[src/rtl/mem_access_ctrl.sv]
// mem_access_ctrl: single-outstanding bus master for a 16x32 synchronous memory.
// Turns one valid/ready request into a one-cycle wr/rd strobe, waits for the
// memory's registered write response (bounded by TIMEOUT) or captures the
// registered read data, and returns the result on a valid/ready response channel.
//
// state | meaning
// IDLE  | req_ready high, waiting for a request
// ISSUE | one-cycle mem_wr/mem_rd strobe toward the memory
// WAIT  | write: wait for mem_response or timeout; read: capture mem_rdata
// RSP   | rsp_valid high, fields held until rsp_ready
module mem_access_ctrl #(
  parameter int ADDR_WIDTH = 4,
  parameter int DATA_WIDTH = 32,
  parameter int TIMEOUT    = 4,
  parameter int CNT_WIDTH  = 16
) (
  input  logic                  clk,
  input  logic                  reset,
  input  logic                  req_valid,
  output logic                  req_ready,
  input  logic                  req_write,
  input  logic [ADDR_WIDTH-1:0] req_addr,
  input  logic [DATA_WIDTH-1:0] req_wdata,
  output logic                  rsp_valid,
  input  logic                  rsp_ready,
  output logic                  rsp_write,
  output logic [DATA_WIDTH-1:0] rsp_rdata,
  output logic                  rsp_err,
  output logic                  mem_wr,
  output logic                  mem_rd,
  output logic [ADDR_WIDTH-1:0] mem_addr,
  output logic [DATA_WIDTH-1:0] mem_wdata,
  input  logic [DATA_WIDTH-1:0] mem_rdata,
  input  logic                  mem_response,
  output logic [CNT_WIDTH-1:0]  txn_count,
  output logic [CNT_WIDTH-1:0]  err_count
);

  localparam logic [1:0] S_IDLE  = 2'd0;
  localparam logic [1:0] S_ISSUE = 2'd1;
  localparam logic [1:0] S_WAIT  = 2'd2;
  localparam logic [1:0] S_RSP   = 2'd3;

  localparam logic [7:0]           TIMEOUT_C = 8'(TIMEOUT);
  localparam logic [CNT_WIDTH-1:0] CNT_MAX   = '1;

  logic [1:0] state;
  logic [1:0] state_nxt;
  logic       lat_write;
  logic [7:0] to_cnt;
  logic [7:0] to_cnt_inc;
  logic       accept;
  logic       wait_done;
  logic       wait_err;
  logic       rsp_fire;

  assign to_cnt_inc = to_cnt + 8'd1;

  // Next-state decode and the one-cycle events the registers below react to
  always_comb begin
    state_nxt = state;
    accept    = 1'b0;
    wait_done = 1'b0;
    wait_err  = 1'b0;
    rsp_fire  = 1'b0;
    case (state)
      S_IDLE: begin
        if (req_valid && req_ready) begin
          accept    = 1'b1;
          state_nxt = S_ISSUE;
        end
      end
      S_ISSUE: begin
        state_nxt = S_WAIT;
      end
      S_WAIT: begin
        if (!lat_write) begin
          wait_done = 1'b1;
        end else if (mem_response) begin
          wait_done = 1'b1;
        end else if (to_cnt_inc == TIMEOUT_C) begin
          wait_done = 1'b1;
          wait_err  = 1'b1;
        end
        if (wait_done) begin
          state_nxt = S_RSP;
        end
      end
      S_RSP: begin
        if (rsp_valid && rsp_ready) begin
          rsp_fire  = 1'b1;
          state_nxt = S_IDLE;
        end
      end
      default: begin
        state_nxt = S_IDLE;
      end
    endcase
  end

  // State register
  always_ff @(posedge clk) begin
    if (reset) begin
      state <= S_IDLE;
    end else begin
      state <= state_nxt;
    end
  end

  // req_ready is registered: high exactly while the FSM sits in IDLE
  always_ff @(posedge clk) begin
    if (reset) begin
      req_ready <= 1'b0;
    end else begin
      req_ready <= (state_nxt == S_IDLE);
    end
  end

  // Latch the request at acceptance; the strobe is registered so it appears during ISSUE
  always_ff @(posedge clk) begin
    if (reset) begin
      lat_write <= 1'b0;
      mem_wr    <= 1'b0;
      mem_rd    <= 1'b0;
      mem_addr  <= '0;
      mem_wdata <= '0;
    end else begin
      mem_wr <= 1'b0;
      mem_rd <= 1'b0;
      if (accept) begin
        lat_write <= req_write;
        mem_wr    <= req_write;
        mem_rd    <= !req_write;
        mem_addr  <= req_addr;
        mem_wdata <= req_wdata;
      end
    end
  end

  // Counts WAIT cycles spent without a write response
  always_ff @(posedge clk) begin
    if (reset) begin
      to_cnt <= '0;
    end else if (accept) begin
      to_cnt <= '0;
    end else if ((state == S_WAIT) && lat_write && !wait_done) begin
      to_cnt <= to_cnt_inc;
    end
  end

  // Response channel: fields loaded on leaving WAIT and held until the handshake
  always_ff @(posedge clk) begin
    if (reset) begin
      rsp_valid <= 1'b0;
      rsp_write <= 1'b0;
      rsp_rdata <= '0;
      rsp_err   <= 1'b0;
    end else if (wait_done) begin
      rsp_valid <= 1'b1;
      rsp_write <= lat_write;
      rsp_rdata <= lat_write ? '0 : mem_rdata;
      rsp_err   <= wait_err;
    end else if (rsp_fire) begin
      rsp_valid <= 1'b0;
    end
  end

  // Saturating statistics, bumped on each response handshake
  always_ff @(posedge clk) begin
    if (reset) begin
      txn_count <= '0;
      err_count <= '0;
    end else if (rsp_fire) begin
      if (txn_count != CNT_MAX) begin
        txn_count <= txn_count + 1'b1;
      end
      if (rsp_err && (err_count != CNT_MAX)) begin
        err_count <= err_count + 1'b1;
      end
    end
  end

endmodule

[config.mk]
export PLATFORM = sky130hd
export DESIGN_NAME = mem_access_ctrl
export DESIGN_NICKNAME = d
export VERILOG_FILES = /design/src/rtl/mem_access_ctrl.sv
export SDC_FILE = /design/constraint.sdc
export NUM_CORES = 1
export LEC_CHECK = 0
export ABC_AREA = 1
export BUFFER_PORTS_ARGS = -buffer_cell sky130_fd_sc_hd__buf_2
export CORE_ASPECT_RATIO = 1.75
export CORE_UTILIZATION = 39
export CTS_CLUSTER_DIAMETER = 80
export DETAILED_ROUTE_END_ITERATION = 8
export PLACE_DENSITY = 0.74
export REMOVE_ABC_BUFFERS = 1
export SYNTH_ARGS = -nofsm -noshare
export SYNTH_HDL_FRONTEND = slang
export SYNTH_SLANG_ARGS = --single-unit
[constraint.sdc]
create_clock -name clk -period 3.6 [get_ports clk]
set_input_delay 0.18 -clock clk [delete_from_list [all_inputs] [get_ports clk]]
set_output_delay 0.18 -clock clk [all_outputs]
set_load 0.02 [all_outputs]
; Word level (Yosys, flattened, before mapping)
; Cells that the tools add are included.
[word_totals]
ff_bits = 117
in_bits = 74
out_inout_bits = 106
elab_cells = 57
[op_classes]
n_addsub = 3
eq_ne = 6
muxes = 19
n_bitwise = 1
reduce_logical = 14
[op_table]
columns = operator, count
row1 = "adder 16 x 1 -> 16 bit, second input constant", 2
row2 = 2-to-1 mux 32 bit, 1
row3 = "!= test 16 bit, second input constant", 2
row4 = 2-to-1 mux 1 bit, 14
row5 = "adder 8 x 1 -> 8 bit, second input constant", 1
row6 = "== test 8 x 3 -> 1 bit, second input constant", 1
row7 = one-hot mux 2 bit (4 select lines), 1
row8 = 2-to-1 mux 2 bit, 3
row9 = logical AND 1 bit, 5
row10 = "== test 2 bit, second input constant", 2
row11 = zero test 2 bit, 2
row12 = AND reduction 2 bit, 2
row13 = OR reduction 2 bit, 2
row14 = "== test 2 x 1 -> 1 bit, second input constant", 1
row15 = zero test 1 bit, 2
row16 = nonzero test 2 bit, 1
row17 = inverter 1 bit, 1

; Longest topological paths before layout
[depth]
word_depth = 9
ltp_mapped = 12
depth_no_buf = 12

; Worst setup path before layout
; Ideal clock, no wire load.
[synth_path]
kind = register to register
startpoint = register err_count[0]
endpoint = register err_count[6]
setup_ps = 115
t_arrival_ps = 1579
required_ps = 3485
slack_ps = 1905
path_stages_with_launch = 9
path_buffers = 1
synth_period_minus_slack_ps = 1695
path_cell_list = dfxtp_1 ha_1 nand2_1 nor2_1 nand4_1 nand2_1 buf_2 o21ai_0 and3_1
[synth_between]
elab_chain_len = 3
elab_cells_between_ends = 4
cone_classes = add/sub (1) / eq/ne (1) / reduce/logical (2)
[synth_lines]
columns = item, line_no
row1 = start: declaration, 36  ; output logic [CNT_WIDTH-1:0] err_count
row2 = start signal: assignment, 178  ; err_count <= err_count + 1'b1;
row3 = branches (longest 3 deep; another with adder 16 x 1 -> 16 bit), n/a
; Several ways; the timed one is not identified.
; A chain may end at the register's enable or synchronous reset.

; Final worst setup path
[layout_path]
startpoint = register lat_write
endpoint = register rsp_valid
[layout_between]
elab_chain_len = 4
elab_cells_between_ends = 5
cone_classes = mux (4) / reduce/logical (1)
[layout_lines]
columns = item, line_no
row1 = start: declaration, 49  ; logic lat_write;
row2 = start signal: assignment, 131  ; lat_write <= req_write;
row3 = 2-to-1 mux 1 bit (*), 77  ; if (!lat_write) begin
row4 = 2-to-1 mux 1 bit (*) (2 in a row), 66  ; case (state)
row5 = 2-to-1 mux 1 bit / nonzero test 2 bit (equally long branches), n/a
row6 = end signal: assignment, 154  ; rsp_valid <= 1'b0;
row7 = end signal: assignment, 159  ; rsp_valid <= 1'b1;
row8 = end signal: assignment, 164  ; rsp_valid <= 1'b0;
row9 = end: declaration, 24  ; output logic rsp_valid,
; Every way passes the cells marked *; elsewhere a longest branch is shown, timed or not. The select of a mux whose other input is x is not followed.

==> metrics.md <==
| Metric | Value |
|---|---|
| Register-to-register setup slack | 1.25 ns |
| GR Util All Layers | 21.6% |
| Worst setup path endpoint | rsp_valid |
| Critical path class | flip-flop to flip-flop |
| Register area share after synthesis | 46.7% |
| DP Cell Count | roughly 1.0k |
| Antenna-violating nets left | 0 |
| Placer Congestion | 0.850 |
| Tmin final | 2.35 ns |
| Max IR drop VDD | 0.000332 V |
| Post-synth top area cell | dfxtp_1 |
| Final std cells w/o fill | between 1k and 1.5k |
| Reg-to-reg critical path endpoint | rsp_valid |
| Vias | 5,271 |
| Layout cells sized above 1 | 25.5% |
| Clk sink count | 117 |
| Routed WL per cell | 13.2 um |
| Diodes inserted | 0 |
| Area contributors post-synth | dfxtp_1 (47%), nand3_1 (14%), nand2_1 (13%), a21oi_1 (6.5%), inv_1 (3.4%) |
| Period Utilization, post-route | 65.3% |
| Root buf cell | clkbuf_16 |
| DR vias/cell | between 4 and 5 |
| Critical Path AT | 2.65 ns |
| Vias in the first global route | 4,931 |
| Die height | 152 um |
| Final global-route overflow total | 0 |
| Yosys warns | 0 |
| Clk_skew | 0.00801 ns |
| Initial core utilization | between 40% and 50% |
| Commonest non-fill, non-tap cell in the layout | buf_2 |
| Pre-CTS setup slack | 1.23 ns |
| HPWL after DPL | around 9500 um |
| Area growth, synth to finish | 38.3% |
| CTS Hold Bufs | 33 |
| DR iter-0 viols | 193 |
| Post-CTS setup buffers | 0 |
| Final hold violation count | 0 |
| Die X-Extent | 87.7 um |
| Initial antenna violation count | 0 |
| Post-Syn Area | between 0.005 and 0.006 mm2 |
| Hold_sp | req_wdata[2] |
| Slew Limit Fails | 0 |
| Status | finished clean |
| Area share of the largest cell type after synthesis | between 40 and 50% |
| CP required | around 3.9 ns |
| Worst slew margin | about a fifth |
| Avg Cell Area, Syn | 7.29 um2 |
| Total length of routed wires | 14,100 um |
| Leak | 3.12 nW |
| Cell Rows | 54 |
| DRC Markers | 0 |
| Nets | 970 |
| Worst r2r path cells | 7 |
| Worst-path clk slew | 0.05 ns |
| Hold crit path type | input pin to flip-flop |
| Core Area | ~0.012 mm2 |
| CP Launch Point | lat_write |
| Min Hold Slack | 0.0172 ns |
| Largest net degree at the start of global routing | 42 |
| Die ar. | 0.0133 mm2 |
| CTS tree | yes |
| First-pass GRT wire length | 22,800 um |
| # IOs | 180 |
| P per Cell Area | 508 mW/mm2 |
| Max-cap violation count | 0 |
| Post-cts sizing count | 0 |
| Max clock buf depth | 2 |
| Cells after Synth | between 600 and 700 |
| H-tree level count | 4 |
| Setup ws final | between 1 and 1.5 ns |
| RSZ-0062 raised after global routing | false |
| Final setup violation count | 0 |
| Final TNS setup | 0 ns |
| DRT Pass-1 Iters | 5 |
| Highest net fanout along the worst path | 35 |
| Core Util, Final | 55.5% |
| CTS buffer count | 17 |
| Port Buf Inserts | 179 |
| FF+latch count, synth | approximately 120 |
| Max Freq | 426 MHz |
| CP startpoint kind | flip-flop |
| Commonest non-fill, non-tap cells in the layout | buf_2 (179), nand2_1 (175), nand3_1 (136) |
| Slew @ Worst Pin | roughly 1.2 ns |
| Clk_lat worst skew | 0.41 ns |
| Synth unique cells | 32 |
| Setup crit end kind | flip-flop |
| R2R Path Start | lat_write |
## metal layers
metal | routed length, um | vias to the layer above | GRT usage [%]
li1 | - | 2671 | -
met1 | 5550 | 2387 | 22.2
met2 | 7470 | 163 | 38.7
met3 | 563 | 50 | 4.51
met4 | 568 | 0 | 13.0
met5 | 0 | - | 0
## critical path, cell delays in order, from the launching register on
cell	delay (ns)
dfxtp_1	0.33
clkinv_1	0.06
buf_4	0.24
or2_2	0.33
nand2_1	0.89
nand2_1	0.15
o21ai_0	0.19
inv_1	0.05
## worst min-delay path by stage
stage	end	slack (ns)	depth (start not counted)
floorplan	err_count[11]	0.25	1
global placement	mem_rd	0.36	2
detailed placement	mem_rd	0.36	2
CTS	mem_wdata[2]	0.002	3
global route	mem_wdata[18]	0.01	3
finish	mem_wdata[2]	0.02	3
## metrics by stage
step	area, um2	total power, mW
after detailed placement	6010	1.86
after global routing	6930	3.67
after CTS	6930	3.56
after floorplan	4850	1.67
after global placement	6010	1.85
final	6930	3.52
## cell usage after synthesis, drive strengths merged
| library cell | n |
|---|---|
| and3 | 2 |
| a21oi | 66 |
| clkbuf | 19 |
| a31oi | 1 |
| o22ai | 1 |
| o21bai | 2 |
| xor2 | 8 |
| nand4 | 6 |
| clkinv | 2 |
| ha | 4 |
| nor3 | 10 |
| o21ai | 16 |
| nand3 | 137 |
| buf | 15 |
| nand2 | 176 |
| nor2 | 50 |
| inv | 48 |
| or2 | 1 |
| nand3b | 1 |
| dfxtp | 117 |
| xnor2 | 6 |
## area by class of cell
| cell class | count | area (um2) |
|---|---|---|
| fill | 1188 | 5570 |
| sequential | 117 | 2340 |
| multi-input combinational | 487 | 2320 |
| timing repair buffer | 219 | 1280 |
| clock buffer | 18 | 439 |
| tap | 168 | 210 |
| inverter | 50 | 188 |
| clock inverter | 14 | 151 |
## power breakdown
group / internal, mW / total (mW) / switching (mW)
clock: 1.04 / 1.67 / 0.627
sequential: 1.37 / 1.41 / 0.0365
combinational: 0.159 / 0.447 / 0.288
## registers in the layout (all words and copies together) (netlist names)
name / cells
to_cnt: 8
err_count: 16
txn_count: 16
state: 2
mem_addr: 4
rsp_err: 1
rsp_rdata: 32
mem_wdata: 32
mem_rd: 1
mem_wr: 1
lat_write: 1
req_ready: 1
rsp_valid: 1
rsp_write: 1
## cells by family (layout without fill, tap and decap cells)
family | Yosys count | count (layout) | synth area share (%)
AOI/OAI and AO/OA | 86 | 86 | 8.81
buffers and inverters | 84 | 301 | 6.96
xor gates and xnor gates | 14 | 14 | 2.45
DFF | 117 | 117 | 46.7
and+or+nand+nor | 383 | 383 | 34.1
adders and majority gates | 4 | 4 | 0.998
No activity file was read; power rests on OpenSTA's default activity.
